### config.mk
export PLATFORM = sky130hd
export DESIGN_NAME = uart_cmd_ctrl_flat
export DESIGN_NICKNAME = d
export VERILOG_FILES = /design/src/rtl/uart_cmd_ctrl_if.sv /design/src/rtl/uart_cmd_ctrl.sv /design/src/flat_wrapper.sv
export SDC_FILE = /design/constraint.sdc
export NUM_CORES = 1
export LEC_CHECK = 0
export ABC_CLOCK_PERIOD_IN_PS = 3200
export CORE_ASPECT_RATIO = 1.5
export CORE_MARGIN = 2
export CORE_UTILIZATION = 50
export DETAILED_ROUTE_END_ITERATION = 10
export GPL_TIMING_DRIVEN = 1
export HOLD_SLACK_MARGIN = 0.03
export PLACE_DENSITY = 0.75
export SETUP_SLACK_MARGIN = 0.4
export SLEW_MARGIN = 20
export SYNTH_ARGS = -nofsm -noshare
export SYNTH_HDL_FRONTEND = slang
export SYNTH_SLANG_ARGS = --single-unit
### constraint.sdc
create_clock -name clk -period 3.2 [get_ports clk]
set_input_delay 0.8 -clock clk [delete_from_list [all_inputs] [get_ports clk]]
set_output_delay 0.8 -clock clk [all_outputs]
set_load 0.01 [all_outputs]
### src/rtl/uart_cmd_ctrl_if.sv
// Bundles the UART byte strobes, the word-FIFO ports and the status outputs of
// the UART command sequencer. The master side is the controller itself.
interface uart_cmd_ctrl_if;
    logic        rx_strobe;
    logic [7:0]  rx_data;
    logic        rx_err;
    logic        tx_start;
    logic [7:0]  tx_data;
    logic        tx_busy;
    logic        fifo_wr_en;
    logic [15:0] fifo_din;
    logic        fifo_full;
    logic        fifo_rd_en;
    logic [15:0] fifo_dout;
    logic        fifo_empty;
    logic        start_pulse;
    logic        err_flag;
    logic        drop_flag;
    logic        busy;

    modport master (
        input  rx_strobe, rx_data, rx_err, tx_busy, fifo_full, fifo_dout, fifo_empty,
        output tx_start, tx_data, fifo_wr_en, fifo_din, fifo_rd_en,
               start_pulse, err_flag, drop_flag, busy
    );

    modport slave (
        output rx_strobe, rx_data, rx_err, tx_busy, fifo_full, fifo_dout, fifo_empty,
        input  tx_start, tx_data, fifo_wr_en, fifo_din, fifo_rd_en,
               start_pulse, err_flag, drop_flag, busy
    );
endinterface

### src/rtl/uart_cmd_ctrl.sv
// UART command sequencer: parses command frames from the received byte stream,
// pushes assembled 16-bit words into the FIFO, pops words back out as byte
// pairs, answers status queries and strobes the downstream core.
// Every output is a register; combinational logic computes their next values.
module uart_cmd_ctrl #(
    parameter int TIMEOUT_CYCLES = 1000000,
    parameter int TO_W           = 20
) (
    input logic             clk,
    input logic             rst,
    uart_cmd_ctrl_if.master bus
);
    localparam logic [7:0]      CMD_WRITE  = 8'h80;
    localparam logic [7:0]      CMD_READ   = 8'h10;
    localparam logic [7:0]      CMD_STATUS = 8'h40;
    localparam logic [7:0]      CMD_START  = 8'h20;
    localparam logic [7:0]      CMD_CLEAR  = 8'h08;
    localparam logic [7:0]      EMPTY_BYTE = 8'hEE;
    localparam logic [TO_W-1:0] TO_LAST    = TO_W'(TIMEOUT_CYCLES);

    typedef enum logic [3:0] {
        S_IDLE, S_WR_HI, S_WR_LO, S_PUSH, S_POP, S_CAPT, S_TX_HI, S_TX_LO, S_TX_ST
    } state_t;

    // Sub-steps of every transmit state. tx_start is visible during IGN0;
    // tx_busy is not trusted during IGN0 and IGN1.
    typedef enum logic [1:0] {
        PH_WAIT0, PH_IGN0, PH_IGN1, PH_WAIT1
    } phase_t;

    state_t          state, state_nxt;
    phase_t          phase, phase_nxt;
    logic [TO_W-1:0] to_cnt, to_cnt_nxt;
    logic [7:0]      hi_byte, hi_byte_nxt;
    logic [15:0]     rd_word, rd_word_nxt;
    logic [7:0]      pend_byte;
    logic            tx_issue;
    logic [7:0]      tx_byte;
    logic            timeout;
    logic [7:0]      status_byte;

    logic            tx_start_nxt;
    logic [7:0]      tx_data_nxt;
    logic            fifo_wr_en_nxt;
    logic [15:0]     fifo_din_nxt;
    logic            fifo_rd_en_nxt;
    logic            start_pulse_nxt;
    logic            err_set, drop_set, flag_clr;
    logic            err_flag_nxt, drop_flag_nxt, busy_nxt;

    assign timeout     = (state == S_WR_HI || state == S_WR_LO) && (to_cnt == TO_LAST);
    assign status_byte = {bus.fifo_full, bus.fifo_empty, bus.err_flag, bus.drop_flag, 4'hA};

    // State register: FSM state, transmit sub-step and inter-byte timeout counter
    always_ff @(posedge clk) begin
        if (rst) begin
            state  <= S_IDLE;
            phase  <= PH_WAIT0;
            to_cnt <= '0;
        end else begin
            state  <= state_nxt;
            phase  <= phase_nxt;
            to_cnt <= to_cnt_nxt;
        end
    end

    // Next-state logic, including when a byte is handed to the transmitter
    always_comb begin
        state_nxt  = state;
        phase_nxt  = phase;
        to_cnt_nxt = '0;
        tx_issue   = 1'b0;
        tx_byte    = pend_byte;
        case (state)
            S_IDLE: begin
                if (bus.rx_strobe && !bus.rx_err) begin
                    case (bus.rx_data)
                        CMD_WRITE:  state_nxt = S_WR_HI;
                        CMD_READ:   state_nxt = S_POP;
                        CMD_STATUS: begin
                            state_nxt = S_TX_ST;
                            tx_issue  = !bus.tx_busy;
                            tx_byte   = status_byte;
                        end
                        default:    state_nxt = S_IDLE;
                    endcase
                end
            end
            S_WR_HI, S_WR_LO: begin
                if (bus.rx_err || timeout) begin
                    state_nxt = S_IDLE;
                end else if (bus.rx_strobe) begin
                    state_nxt = (state == S_WR_HI) ? S_WR_LO : S_PUSH;
                end else begin
                    to_cnt_nxt = to_cnt + 1'b1;
                end
            end
            S_PUSH: state_nxt = S_IDLE;
            S_POP: begin
                // No pop was issued when the FIFO was empty: answer with a marker byte.
                if (bus.fifo_rd_en) begin
                    state_nxt = S_CAPT;
                end else begin
                    state_nxt = S_TX_ST;
                    tx_issue  = !bus.tx_busy;
                    tx_byte   = EMPTY_BYTE;
                end
            end
            S_CAPT: begin
                state_nxt = S_TX_HI;
                tx_issue  = !bus.tx_busy;
                tx_byte   = bus.fifo_dout[15:8];
            end
            default: begin
                case (phase)
                    PH_WAIT0: tx_issue  = !bus.tx_busy;
                    PH_IGN0:  phase_nxt = PH_IGN1;
                    PH_IGN1:  phase_nxt = PH_WAIT1;
                    default: begin
                        if (!bus.tx_busy) begin
                            if (state == S_TX_HI) begin
                                state_nxt = S_TX_LO;
                                tx_issue  = 1'b1;
                                tx_byte   = rd_word[7:0];
                            end else begin
                                state_nxt = S_IDLE;
                            end
                        end
                    end
                endcase
            end
        endcase
        if (tx_issue) begin
            phase_nxt = PH_IGN0;
        end else if (state_nxt != state) begin
            phase_nxt = PH_WAIT0;
        end
    end

    // Output logic: next values of the registered pulses, data and sticky flags
    always_comb begin
        tx_start_nxt    = tx_issue;
        tx_data_nxt     = tx_issue ? tx_byte : bus.tx_data;
        fifo_wr_en_nxt  = 1'b0;
        fifo_din_nxt    = bus.fifo_din;
        fifo_rd_en_nxt  = 1'b0;
        start_pulse_nxt = 1'b0;
        err_set         = 1'b0;
        drop_set        = 1'b0;
        flag_clr        = 1'b0;
        hi_byte_nxt     = hi_byte;
        rd_word_nxt     = rd_word;
        case (state)
            S_IDLE: begin
                if (bus.rx_err) begin
                    err_set = 1'b1;
                end else if (bus.rx_strobe) begin
                    case (bus.rx_data)
                        CMD_WRITE, CMD_STATUS: err_set = 1'b0;
                        CMD_READ:   fifo_rd_en_nxt  = !bus.fifo_empty;
                        CMD_START:  start_pulse_nxt = 1'b1;
                        CMD_CLEAR:  flag_clr        = 1'b1;
                        default:    err_set         = 1'b1;
                    endcase
                end
            end
            S_WR_HI: begin
                if (bus.rx_err || timeout) begin
                    err_set = 1'b1;
                end else if (bus.rx_strobe) begin
                    hi_byte_nxt = bus.rx_data;
                end
            end
            S_WR_LO: begin
                if (bus.rx_err || timeout) begin
                    err_set = 1'b1;
                end else if (bus.rx_strobe) begin
                    if (!bus.fifo_full) begin
                        fifo_wr_en_nxt = 1'b1;
                        fifo_din_nxt   = {hi_byte, bus.rx_data};
                    end else begin
                        drop_set = 1'b1;
                    end
                end
            end
            S_CAPT: rd_word_nxt = bus.fifo_dout;
            default: rd_word_nxt = rd_word;
        endcase
        // Bytes arriving while the controller is busy with a reply or push are rejected.
        if (bus.rx_strobe && !(state inside {S_IDLE, S_WR_HI, S_WR_LO})) begin
            err_set = 1'b1;
        end
        // A new error outranks a simultaneous CLEAR.
        err_flag_nxt  = err_set  | (bus.err_flag  & !flag_clr);
        drop_flag_nxt = drop_set | (bus.drop_flag & !flag_clr);
        busy_nxt      = (state_nxt != S_IDLE);
    end

    // Output registers
    always_ff @(posedge clk) begin
        if (rst) begin
            bus.tx_start    <= 1'b0;
            bus.tx_data     <= 8'h00;
            bus.fifo_wr_en  <= 1'b0;
            bus.fifo_din    <= 16'h0000;
            bus.fifo_rd_en  <= 1'b0;
            bus.start_pulse <= 1'b0;
            bus.err_flag    <= 1'b0;
            bus.drop_flag   <= 1'b0;
            bus.busy        <= 1'b0;
        end else begin
            bus.tx_start    <= tx_start_nxt;
            bus.tx_data     <= tx_data_nxt;
            bus.fifo_wr_en  <= fifo_wr_en_nxt;
            bus.fifo_din    <= fifo_din_nxt;
            bus.fifo_rd_en  <= fifo_rd_en_nxt;
            bus.start_pulse <= start_pulse_nxt;
            bus.err_flag    <= err_flag_nxt;
            bus.drop_flag   <= drop_flag_nxt;
            bus.busy        <= busy_nxt;
        end
    end

    // Word assembly and reply staging; only meaningful while a frame is active
    always_ff @(posedge clk) begin
        hi_byte   <= hi_byte_nxt;
        rd_word   <= rd_word_nxt;
        pend_byte <= tx_byte;
    end
endmodule

### src/flat_wrapper.sv
// flat-port wrapper written by rule: the top's interface ports become plain ports
module uart_cmd_ctrl_flat 
#(
    parameter int TIMEOUT_CYCLES = 1000000,
    parameter int TO_W           = 20
)
  (clk, rst, bus_rx_strobe, bus_rx_data, bus_rx_err, bus_tx_busy, bus_fifo_full, bus_fifo_dout, bus_fifo_empty, bus_tx_start, bus_tx_data, bus_fifo_wr_en, bus_fifo_din, bus_fifo_rd_en, bus_start_pulse, bus_err_flag, bus_drop_flag, bus_busy);
  uart_cmd_ctrl_if bus_i ();
  input logic clk;
  input logic rst;
  input wire logic [$bits(bus_i.rx_strobe)-1:0] bus_rx_strobe;
  input wire logic [$bits(bus_i.rx_data)-1:0] bus_rx_data;
  input wire logic [$bits(bus_i.rx_err)-1:0] bus_rx_err;
  input wire logic [$bits(bus_i.tx_busy)-1:0] bus_tx_busy;
  input wire logic [$bits(bus_i.fifo_full)-1:0] bus_fifo_full;
  input wire logic [$bits(bus_i.fifo_dout)-1:0] bus_fifo_dout;
  input wire logic [$bits(bus_i.fifo_empty)-1:0] bus_fifo_empty;
  output wire logic [$bits(bus_i.tx_start)-1:0] bus_tx_start;
  output wire logic [$bits(bus_i.tx_data)-1:0] bus_tx_data;
  output wire logic [$bits(bus_i.fifo_wr_en)-1:0] bus_fifo_wr_en;
  output wire logic [$bits(bus_i.fifo_din)-1:0] bus_fifo_din;
  output wire logic [$bits(bus_i.fifo_rd_en)-1:0] bus_fifo_rd_en;
  output wire logic [$bits(bus_i.start_pulse)-1:0] bus_start_pulse;
  output wire logic [$bits(bus_i.err_flag)-1:0] bus_err_flag;
  output wire logic [$bits(bus_i.drop_flag)-1:0] bus_drop_flag;
  output wire logic [$bits(bus_i.busy)-1:0] bus_busy;
  assign bus_i.rx_strobe = bus_rx_strobe;
  assign bus_i.rx_data = bus_rx_data;
  assign bus_i.rx_err = bus_rx_err;
  assign bus_i.tx_busy = bus_tx_busy;
  assign bus_i.fifo_full = bus_fifo_full;
  assign bus_i.fifo_dout = bus_fifo_dout;
  assign bus_i.fifo_empty = bus_fifo_empty;
  assign bus_tx_start = bus_i.tx_start;
  assign bus_tx_data = bus_i.tx_data;
  assign bus_fifo_wr_en = bus_i.fifo_wr_en;
  assign bus_fifo_din = bus_i.fifo_din;
  assign bus_fifo_rd_en = bus_i.fifo_rd_en;
  assign bus_start_pulse = bus_i.start_pulse;
  assign bus_err_flag = bus_i.err_flag;
  assign bus_drop_flag = bus_i.drop_flag;
  assign bus_busy = bus_i.busy;
  uart_cmd_ctrl #(.TIMEOUT_CYCLES(TIMEOUT_CYCLES), .TO_W(TO_W)) u_core (.clk(clk), .rst(rst), .bus(bus_i));
endmodule
### After elaboration in Yosys (flattened, before gate mapping)

Index checks and enable logic that the tools add are counted.

| word-level totals | value |
|---|---|
| input bits | 31 |
| output and inout bits | 31 |
| register bits | 81 |
| word-level logic and storage cells | 120 |

| operators by class | value |
|---|---|
| $add $sub $neg | 1 |
| bitwise gates (word level) | 12 |
| equality and inequality tests | 16 |
| reductions and logical operators | 31 |
| mux-type cells | 44 |

Operators by type and width:

| operator | count |
|---|---|
| $mux 8 | 6 |
| $pmux 8 s4 | 1 |
| $mux 1 | 24 |
| $mux 4 | 6 |
| $add 20x1->20 const B | 1 |
| $eq 20x20->1 const B | 1 |
| $pmux 4 s5 | 1 |
| $eq 4x3->1 const B | 3 |
| $pmux 4 s3 | 1 |
| $reduce_or 4->1 | 3 |
| $reduce_or 5->1 | 2 |
| $reduce_or 3->1 | 3 |
| $eq 4x2->1 const B | 2 |
| $eq 8x4->1 const B | 1 |
| $eq 8x5->1 const B | 1 |
| $eq 8x6->1 const B | 1 |
| $eq 8x7->1 const B | 1 |
| $eq 8x8->1 const B | 1 |
| $not 1->1 | 8 |
| $reduce_bool 4->1 | 2 |
| $reduce_or 6->1 | 1 |
| $logic_not 1->1 | 5 |
| $eq 4x1->1 const B | 1 |
| $logic_not 4->1 | 1 |
| other kinds (19) | 27 |

### Depth between registers and ports, before layout

Gate-level depths: netlist of the first run.

| depth | value |
|---|---|
| word-level depth | 9 |
| depth in mapped cells | 10 |
| depth with buffers taken out | 8 |

### Worst setup path before layout of the first run

OpenSTA, ideal clock, no wires.

| timing path | value |
|---|---|
| path kind | input to register |
| start | input port bus_rx_data[3] |
| end | register u_core.bus.tx_data[0] |
| cell stages on the path | 9 |
| data arrival time | 2.217 ns |
| slack | 0.855 ns |
| path through | clkbuf_1 nor3_1 and4_1 buf_2 nand3_1 a211o_2 buf_6 mux2i_1 nor2_1 |

| on the way | value |
|---|---|
| word-level cells in the longest chain between the ends | 4 |
| elaborated cells between the ends (all ways) | 7 |
| those cells by class | 1 x eq/ne; 6 x mux |

Ends and longest elaborated chain:

| item | line | source |
|---|---|---|
| from (decl) | flat_wrapper.sv:12 | `input wire logic [$bits(bus_i.rx_data)-1:0] bus_rx_data;` |
| $eq 8x7->1 * | uart_cmd_ctrl.sv:77 | `case (bus.rx_data)` |
| $mux 8 / $mux 1 (equally long branches) | uart_cmd_ctrl.sv:77 |  |
| $mux 8 / $mux 1 (equally long branches) | uart_cmd_ctrl.sv:76 | `if (bus.rx_strobe && !bus.rx_err) begin` |
| $pmux 8 s4 / $pmux 1 s4 (equally long branches) | uart_cmd_ctrl.sv:74 | `case (state)` |
| to (signal assigned) | uart_cmd_ctrl.sv:213 | `bus.tx_data <= tx_data_nxt;` |
| to (decl) | uart_cmd_ctrl_if.sv:23 | `output tx_start, tx_data, fifo_wr_en, fifo_din, fifo_rd_en,` |

Every way passes the cells marked *; elsewhere a longest branch is shown, timed or not.
A chain may end at the register's enable or synchronous reset.

### Worst setup path after layout of the first run

| timing path | value |
|---|---|
| start | input port bus_rx_data[3] |
| end | register u_core.bus.tx_data[1] |

Same word-level chain as after synthesis.

==> flow_summary.toml, run 1 <==
[worst_setup_path]
r2r_start = "u_core.state[1]"
path_buf_inv = 1
start_kind = "input port"
cp.arrival_ns = 2.79
r2r-end = "u_core.phase[0]"
ff2ff_path_depth = 7
worstSetupPathType = "input port to register"
cp_slowest_cell = "clkdlybuf4s50_1"
cp_slowest_stage_delay_ns = 0.57
crit_chain = "clkdlybuf4s50_1 > nor3_1 > and4_1 > nand3_1 > a211o_2 > mux2i_1 > nor2_1"
crit_fanout = 10
cp.required_ns = 3.42
cp-end-kind = "register"
r2r_slack_ns = 0.76
cp_top_family = "simple AND/OR/NAND/NOR gates"

[pwr]
combPwrFrac_pct = 5.9
switching_share_pct = 21.56
power_frac_clock_pct = 45.9
p_leak_nw = 1.806
seqPwrFrac_pct = 48.2
peakVddDrop_mv = 0.4541
power_density_nw_per_um2 = 447.6
internal_power_mw = 1.757
finalPower_mw = 2.240
net-switching-power_uw = 483.0

[clock_network]
cts.clk_slew.worst_paths_ns = 0.06
worstSkewPairLatency_ns = 0.34
cts_buffers = 9
cts-resized-gates = 0
cts_buffer_depth = 2
cts_setup_buffers = 0
cts_max_level = 3
cts.sinks = 81
cts_hold_buf = 0
ctsRootBufferMaster = "clkbuf_16"
cts_tree = "yes"

[timing]
worst_slack_ns = 0.6259
timing.final.crit_period_ns = 2.574
finalSetupTns_ns = 0
fin_skew_ns = 0.009087
drv_slew = 0
rsz0062_at_grt = "no"
relSlewSlack_pct = 52.00
worstMarginPinSlew_ns = 0.7191
period_share_pct = 80.44
fmax_mhz = 388.5
hold_ws_ns = 0.4535
finalSetupViolations = 0
finalHoldViolCount = 0

[die]
core_area_um2 = 7958
die_w_um = 77.48
start_util_pct = 50.88
fp.dieH_um = 114.2
die_area_um2 = 8848
io_pins = 62
fp-row-count = 40

[drt]
antenna_violating_nets_post_route = 0
drtIter0Drc = 189
drc = 0
via_per_inst = 5.713
vias = 3525
drtPass1Iterations = 5
routedWlPerCell_um = 15.74
routed_wl_um = 9714

[worst_hold_path]
hold_start = "u_core.bus.fifo_din[9]"
hold_class = "register to register"
min_delay_path_depth = 2
min_to = "u_core.bus.fifo_din[9]"

[global_route]
grt_pass1_wl_um = 15850
grt_pass1_vias = 3426
grt_max_degree = 38
overflow = 0
antenna_found_initial = 0
grt_usage_pct = 22.69

[synth]
synth_edf_count = 16
synth_flop_cell = "dfxtp_1"
synth_top_cell_by_area = "dfxtp_1"
synth_area_um2 = 4049
synth_cell_type_count = 63
yosysSeqAreaShare_pct = 44.00
synth.top_cell.area_share_pct = 32.14
yosysWarnings = 0
async_flop_share_pct = 0
synth-seq-cells = 81
synth_area_per_cell_um2 = 8.958
syn_nets = 489
syn_inst = 452
synthTopCellsByArea = "dfxtp_1 (32%), edfxtp_1 (12%), nand2_1 (5.4%)"

[job]
max_cap_violations = 0

[place]
port_buffers = 61
hpwl_um = 6859
dp_slack_ns = 0.2956
place.gp.congestion = 0.8923

[finish]
num_antenna_cells = 0
fin_nets = 544
areaGrowthSynthToFinish_pct = 23.61
drive_above_1_share_pct = 9.180

[outcome]
outcome = "completed"
cell type report:
| class | count | area [um2] |
|---|---|---|
| tap | 105 | 131.4 |
| inverter | 9 | 33.78 |
| clock buffer | 12 | 246.5 |
| fill | 695 | 2953 |
| clock inverter | 4 | 51.30 |
| sequential | 81 | 1782 |
| multi-input combinational | 332 | 2052 |
| timing repair buffer | 74 | 708.2 |
registers in the layout, summed over array words and instances, names as in the netlist, 2 cells and up:
name,cells
u_core.rd_word,8
u_core.bus.fifo_din,16
u_core.hi_byte,8
u_core.state,4
u_core.phase,2
u_core.bus.tx_data,8
u_core.pend_byte,8
u_core.to_cnt,20
routing by layer:
layer  GRT usage [%]  wire length (um)  vias up
met4           11.67               250        0
met5               0                 0        -
li1                -                 -     1719
met2           38.38              4972      108
met1           25.93              3989     1676
met3           6.625               501       22
cells in the mapped netlist (4+ instances only):
| cell | n |
|---|---|
| mux2i_1 | 14 |
| xnor2_1 | 9 |
| a21o_1 | 6 |
| nand3_1 | 14 |
| nand2b_1 | 6 |
| and3_1 | 9 |
| nor3b_1 | 4 |
| buf_2 | 8 |
| clkbuf_1 | 15 |
| nor2b_1 | 9 |
| o2111ai_1 | 4 |
| or2_2 | 4 |
| clkbuf_8 | 5 |
| xor2_1 | 9 |
| o21ai_0 | 17 |
| nand2_1 | 58 |
| edfxtp_1 | 16 |
| nand3b_1 | 4 |
| a21oi_1 | 35 |
| inv_1 | 8 |
| nor3_1 | 13 |
| nand4_1 | 10 |
| ha_1 | 6 |
| nor2_1 | 44 |
| dfxtp_1 | 65 |
layout by cell type, fill, tap and decap left out, drive strengths merged, types with 4 or more instances in the layout:
cell | netlist | final
a211o | 4 | 4
a21o | 7 | 7
a21oi | 37 | 37
and3 | 10 | 10
and4 | 4 | 4
buf | 10 | 13
clkbuf | 20 | 12
clkdlybuf4s50 | 0 | 61
dfxtp | 65 | 65
edfxtp | 16 | 16
ha | 6 | 6
inv | 8 | 9
mux2i | 14 | 14
nand2 | 58 | 58
nand2b | 6 | 6
nand3 | 15 | 15
nand3b | 4 | 4
nand4 | 10 | 10
nor2 | 44 | 44
nor2b | 9 | 9
nor3 | 14 | 14
nor3b | 4 | 4
o2111ai | 4 | 4
o21ai | 17 | 17
or2 | 4 | 4
xnor2 | 9 | 9
xor2 | 9 | 9
worst max path at each step:
stage	depth (start not counted)	startpoint	slack (ns)	endpoint
6_report	7	bus_rx_data[3]	0.63	u_core.bus.tx_data[1]
5_1_grt	7	bus_rx_data[3]	0.50	u_core.bus.tx_data[6]
4_1_cts	7	bus_rx_data[3]	0.64	u_core.bus.tx_data[1]
3_5_place_dp	7	bus_rx_data[3]	0.30	u_core.bus.tx_data[3]
3_3_place_gp	7	bus_rx_data[3]	0.41	u_core.bus.tx_data[7]
2_1_floorplan	9	bus_rx_data[3]	0.86	u_core.bus.tx_data[0]
tightest hold or removal path: cells and delay by family, from the launching register on:
family           cells  cell delay, ns
flip-flops           1            0.30
AND/OR/NAND/NOR      1            0.05
AO/OA/AOI/OAI        1            0.05
per-stage QoR:
stage	area, um2	cells	util [%]
after CTS	5005	617	62.89
after global placement	4707	601	59.15
after detailed placement	4707	601	59.15
after floorplan	4049	452	-
final	5005	617	62.89
after global routing	5005	617	62.89
power groups by stage:
stage / registers [mW] / logic [mW] / clock network [mW]
after floorplan: 1.10 / 0.0649 / 0
after global placement: 1.10 / 0.127 / 0
after detailed placement: 1.10 / 0.129 / 0
after CTS: 1.08 / 0.131 / 1.05
after global routing: 1.08 / 0.143 / 1.09
final: 1.08 / 0.132 / 1.03
kinds of logic (layout without fill, tap and decap cells):
group	Yosys count	count (layout)	share of synthesized area [%]
flops	81	81	44.00
buf+inv	39	99	5.470
xor+xnor	18	18	3.894
fa+ha+maj	6	6	1.854
simple gates	201	201	26.39
mux	14	14	3.461
compound gates	93	93	14.93
No activity file was read; power rests on OpenSTA's default activity.
==> run 2, diff against run 1 <==
--- a/config.mk
+++ b/config.mk
@@ -5,7 +5,7 @@
 export SDC_FILE = /design/constraint.sdc
 export NUM_CORES = 1
 export LEC_CHECK = 0
-export ABC_CLOCK_PERIOD_IN_PS = 3200
+export ABC_CLOCK_PERIOD_IN_PS = 2500
 export CORE_ASPECT_RATIO = 1.5
 export CORE_MARGIN = 2
 export CORE_UTILIZATION = 50
==> constraint.sdc (replaced) <==
create_clock -name clk -period 2.5 [get_ports clk]
set_input_delay 0.625 -clock clk [delete_from_list [all_inputs] [get_ports clk]]
set_output_delay 0.625 -clock clk [all_outputs]
set_load 0.01 [all_outputs]
==> run 2 against run 1 <==
Against the previous run:
- sequential cell count stayed put
- total power up 28%
- worst setup slack worse by 0.18 ns
- sequential power rose by 28%
- count of clock-buffer cells in the layout down 2
- critical path depth is 1 higher
- final cell count increased by 6.3%
- utilization is 6.3 points higher
- clock skew decreased by 0.0035 ns
- critical path type is now register to register
==> flow_summary.toml, run 2 (synthesis results as in run 1) <==
[outcome]
outcome = "completed"

[worst_hold_path]
min_to = "u_core.bus.fifo_din[5]"
hold_class = "register to register"
min_delay_path_depth = 2
hold_start = "u_core.bus.fifo_din[5]"

[drt]
via_per_inst = 5.669
dr_wl_met3_um = 463
drc = 0
met1_length_um = 4202
route.met2.wl_um = 5393
routed.top_layer = "met4"
vias = 3719
antenna_violating_nets_post_route = 0
drtPass1Iterations = 4
routedWlPerCell_um = 15.93
drtIter0Drc = 223
routed_wl_um = 10450

[worst_setup_path]
crit_fanout = 4
worstSetupPathType = "register to register"
r2r_slack_ns = 0.44
r2r-end = "u_core.bus.busy"
ff2ff_path_depth = 8
cp-end-kind = "register"
cp.arrival_ns = 2.28
worstSetupStartpoint = "u_core.to_cnt[4]"
r2r_start = "u_core.to_cnt[4]"
start_kind = "register"
cp.required_ns = 2.72

[pwr]
p_leak_nw = 2.115
finalPower_mw = 2.875
power_density_nw_per_um2 = 522.1
peakVddDrop_mv = 0.4079

[place]
place.gp.congestion = 0.9212
hpwl_um = 7260
port_buffers = 61

[finish]
num_antenna_cells = 0
largest-register = "u_core.to_cnt"
largest_register_ffs = 20
largestRegisters = "u_core.to_cnt (20), u_core.bus.fifo_din (16)"
drive_above_1_share_pct = 21.96
fin_nets = 584
areaGrowthSynthToFinish_pct = 36.03
fillers = 604
final_common_cell = "nand2_1"
layout_common_cells = "nand2_1 (58), dfxtp_1 (54), clkdlybuf4s50_1 (50)"
final_core_util_pct = 69.21

[timing]
fin_skew_ns = 0.005606
drv_slew = 0
fmax_mhz = 485.7
relSlewSlack_pct = 57.02
timing.final.crit_period_ns = 2.059
period_share_pct = 82.35
rsz0062_at_grt = "yes"
finalSetupViolations = 0
worstMarginPinSlew_ns = 0.6447
finalHoldViolCount = 0

[clock_network]
cts.sinks = 81
cts_buffers = 9
worstSkewPairLatency_ns = 0.34
cts_buffer_depth = 2
cts_max_level = 3
cts_hold_buf = 0
ctsRootBufferMaster = "clkbuf_16"
cts.clk_slew.worst_paths_ns = 0.06
cts_tree = "yes"

[global_route]
grt_max_degree = 28
grt_pass1_vias = 3661
grt_pass1_wl_um = 17100
grt_usage_pct = 24.45
antenna_found_initial = 0
overflow = 0

[die]
fp-row-count = 40
fp.dieH_um = 114.2
core_area_um2 = 7958
die_area_um2 = 8848
die_w_um = 77.48
start_util_pct = 50.88
io_pins = 62

[job]
max_cap_violations = 0
run 2: cell count changes in the layout (fill, tap and decap cells not counted), sizes merged:
cell,before,now
inv,9,8
clkbuf,12,10
clkinv,1,4
dlymetal6s2s,0,4
clkdlybuf4s50,61,50
buf,13,52
a211o,4,5
dlygate4sd2,0,7
clkinvlp,2,1
run 2: worst max path at each step:
| stage | endpoint | depth (start not counted) |
|---|---|---|
| global placement | u_core.phase[0] | 7 |
| global route | u_core.bus.busy | 8 |
| CTS | u_core.bus.busy | 8 |
| floorplan | u_core.bus.tx_data[0] | 9 |
| detailed placement | u_core.phase[0] | 7 |
| finish | u_core.bus.busy | 8 |
run 2: critical path, stage by stage, from the launching register on:
cell     delay (ns)
dfxtp_4        0.34
or4_4          0.54
nor4_4         0.15
buf_6          0.17
a21oi_4        0.07
buf_6          0.12
a21oi_4        0.12
a21oi_2        0.07
or3_1          0.37
run 2: per-stage QoR:
step,setup WS [ns],TNS [ns],cell area (um2),cells,hold WS [ns]
global placement,-0.09218,-0.2949,4940,629,0.4405
CTS,0.3735,0,5374,650,0.4556
floorplan,0.4086,0,4069,452,0.4224
detailed placement,-0.1446,-0.8120,4940,629,0.4477
global route,0.3739,0,5508,656,0.4752
finish,0.4413,0,5508,656,0.4523
run 2: per-layer routing:
layer | GRT usage [%] | vias to the layer above
li1 | - | 1809
met2 | 42.14 | 119
met3 | 5.284 | 32
met4 | 14.52 | 0
met1 | 27.62 | 1759
met5 | 0 | -
run 2: layout make-up:
type | count | area, um2 | share of cell area, %
Multi-Input combinational cell | 333 | 2213 | 40.19
Timing Repair Buffer | 113 | 1033 | 18.76
Clock buffer | 10 | 239.0 | 4.339
Sequential cell | 81 | 1800 | 32.69
Clock inverter | 5 | 56.30 | 1.022
Tap cell | 105 | 131.4 | 2.385
Inverter | 9 | 33.78 | 0.6134
run 2: report_power, final:
part	total [mW]	internal [mW]	switching [mW]
Clock	1.29	0.792	0.496
Combinational	0.209	0.116	0.0928
Sequential	1.38	1.36	0.0237
Total	2.88	2.26	0.612
run 2: timing repair:
item                       in CTS  in global routing
buffers inserted                5                  6
setup endpoints to repair      30                 52
gates cloned                    1                  0
pin swaps                      17                 17
hold endpoints to repair        0                  0
gates resized for setup        37                 23
==> run 3, diff against run 2 <==
--- a/config.mk
+++ b/config.mk
@@ -5,7 +5,7 @@
 export SDC_FILE = /design/constraint.sdc
 export NUM_CORES = 1
 export LEC_CHECK = 0
-export ABC_CLOCK_PERIOD_IN_PS = 2500
+export ABC_CLOCK_PERIOD_IN_PS = 2100
 export CORE_ASPECT_RATIO = 1.5
 export CORE_MARGIN = 2
 export CORE_UTILIZATION = 50
==> constraint.sdc (replaced) <==
create_clock -name clk -period 2.1 [get_ports clk]
set_input_delay 0.525 -clock clk [delete_from_list [all_inputs] [get_ports clk]]
set_output_delay 0.525 -clock clk [all_outputs]
set_load 0.01 [all_outputs]
==> run 3 against run 2 <==
Against the previous run:
- clock skew increased by 0.0056 ns
- via count grew 11%
- non-clock buffer count grew 30
- first-iteration DRC count rose by 74%
- sequential cell count is the same
- die area unchanged
- highest routed layer unchanged
==> flow_summary.toml, run 3 (synthesis results as in run 1) <==
[die]
start_util_pct = 50.88
die_w_um = 77.48
die_area_um2 = 8848
core_area_um2 = 7958
fp.dieH_um = 114.2
io_pins = 62
fp-row-count = 40

[place]
place.gp.congestion = 0.9032
port_buffers = 61
hpwl_um = 7522
dp_slack_ns = -0.4437

[pwr]
peakVddDrop_mv = 0.4917
power_density_nw_per_um2 = 555.2
p_leak_nw = 2.601
finalPower_mw = 3.536

[worst_setup_path]
path_buf_inv = 2
r2r_slack_ns = 0.01
r2r_start = "u_core.to_cnt[8]"
cp-end-kind = "register"
cp_top_family = "simple AND/OR/NAND/NOR gates"
worstSetupPathType = "register to register"
start_kind = "register"
cp.required_ns = 2.33
cp.arrival_ns = 2.32
crit_chain = "or4bb_4 > nor3_4 > buf_12 > a21oi_4 > buf_6 > a21oi_4 > a21oi_2 > or3_1"
cp_slowest_cell = "or4bb_4"
crit_fanout = 3
r2r-end = "u_core.bus.busy"
cp_slowest_stage_delay_ns = 0.55
ff2ff_path_depth = 8
path_common_cell = "a21oi_4"

[drt]
drtPass1Iterations = 5
via_per_inst = 6.001
routedWlPerCell_um = 19.41
routed_wl_um = 13360
vias = 4129
drtIter0Drc = 389
drc = 0
antenna_violating_nets_post_route = 0

[finish]
num_antenna_cells = 0
largest-register = "u_core.to_cnt"
final_core_util_pct = 80.03
largestRegisters = "u_core.to_cnt (20), u_core.bus.fifo_din (16)"
layout_common_cells = "buf_4 (56), dfxtp_1 (54), nor2_1 (43)"
fillers = 460
fin_nets = 615
final_common_cell = "buf_4"
largest_register_ffs = 20
drive_above_1_share_pct = 38.59
areaGrowthSynthToFinish_pct = 57.29

[timing]
worstMarginPinSlew_ns = 0.4817
fin_skew_ns = 0.01119
finalSetupViolations = 0
period_share_pct = 99.53
drv_slew = 0
rsz0062_at_grt = "yes"
relSlewSlack_pct = 67.89
timing.final.crit_period_ns = 2.090
finalHoldViolCount = 0
fmax_mhz = 478.4
worst_slack_ns = 0.009841

[global_route]
grt_pass1_wl_um = 19810
antenna_found_initial = 0
grt_pass1_vias = 4122
overflow = 0
grt_usage_pct = 28.66
grt_max_degree = 21

[worst_hold_path]
hold_start = "u_core.pend_byte[4]"
min_to = "u_core.pend_byte[4]"
hold_class = "register to register"
min_delay_path_depth = 1

[clock_network]
ctsRootBufferMaster = "clkbuf_16"
cts_hold_buf = 0
worstSkewPairLatency_ns = 0.35
cts.clk_slew.worst_paths_ns = 0.06
cts_buffers = 9
cts_max_level = 3
cts_buffer_depth = 2
cts.sinks = 81
cts_tree = "yes"

[job]
max_cap_violations = 0

[outcome]
outcome = "completed"
==> run 3: layout make-up <==
cell class / instances / area (um2) / area share [%]
Inverter: 9 / 35.03 / 0.5501
Timing Repair Buffer: 143 / 1428 / 22.42
Tap cell: 105 / 131.4 / 2.063
Multi-Input combinational cell: 334 / 2655 / 41.69
Sequential cell: 81 / 1803 / 28.31
Clock buffer: 12 / 289.0 / 4.538
Clock inverter: 4 / 27.53 / 0.4322
==> run 3: worst max path at each step <==
stage	from	end	slack [ns]	depth (start not counted)
global route	u_core.to_cnt[2]	u_core.bus.busy	-0.05	8
detailed placement	bus_rx_strobe	u_core.phase[1]	-0.44	7
floorplan	bus_rx_data[5]	u_core.bus.tx_data[0]	0.14	9
finish	u_core.to_cnt[8]	u_core.bus.busy	0.01	8
CTS	u_core.to_cnt[8]	u_core.bus.busy	0.03	8
global placement	bus_rx_strobe	u_core.phase[0]	-0.43	7
==> run 3: per-stage QoR <==
step / instances / hold slack (ns) / setup TNS, ns / area [um2]
final: 688 / 0.4523 / 0 / 6369
after global routing: 688 / 0.4667 / -0.1097 / 6369
after floorplan: 452 / 0.4224 / 0 / 4156
after detailed placement: 648 / 0.4430 / -7.003 / 5160
after global placement: 648 / 0.4396 / -6.308 / 5160
after CTS: 677 / 0.4529 / 0 / 6026
==> run 3: repair_timing <==
item	CTS	global route
setup buffers	6	11
hold endpoints to repair	0	0
gates resized for setup	150	68
gates cloned	7	0
pin swaps	32	29
endpoints found under the setup margin	110	71
==> run 3: metal layers <==
metal  vias to the layer above  GRT usage, %  share of wire [%]
li1                       1877             -                  -
met1                      1992         30.54                 37
met2                       201         52.00                 53
met3                        59         5.678                5.6
met4                         0         16.79                4.7
met5                         -             0                  0
==> run 3: report_power, final <==
part,switching (mW),internal [mW]
clock,0.645,0.980
combinational,0.132,0.141
sequential,0.0266,1.61
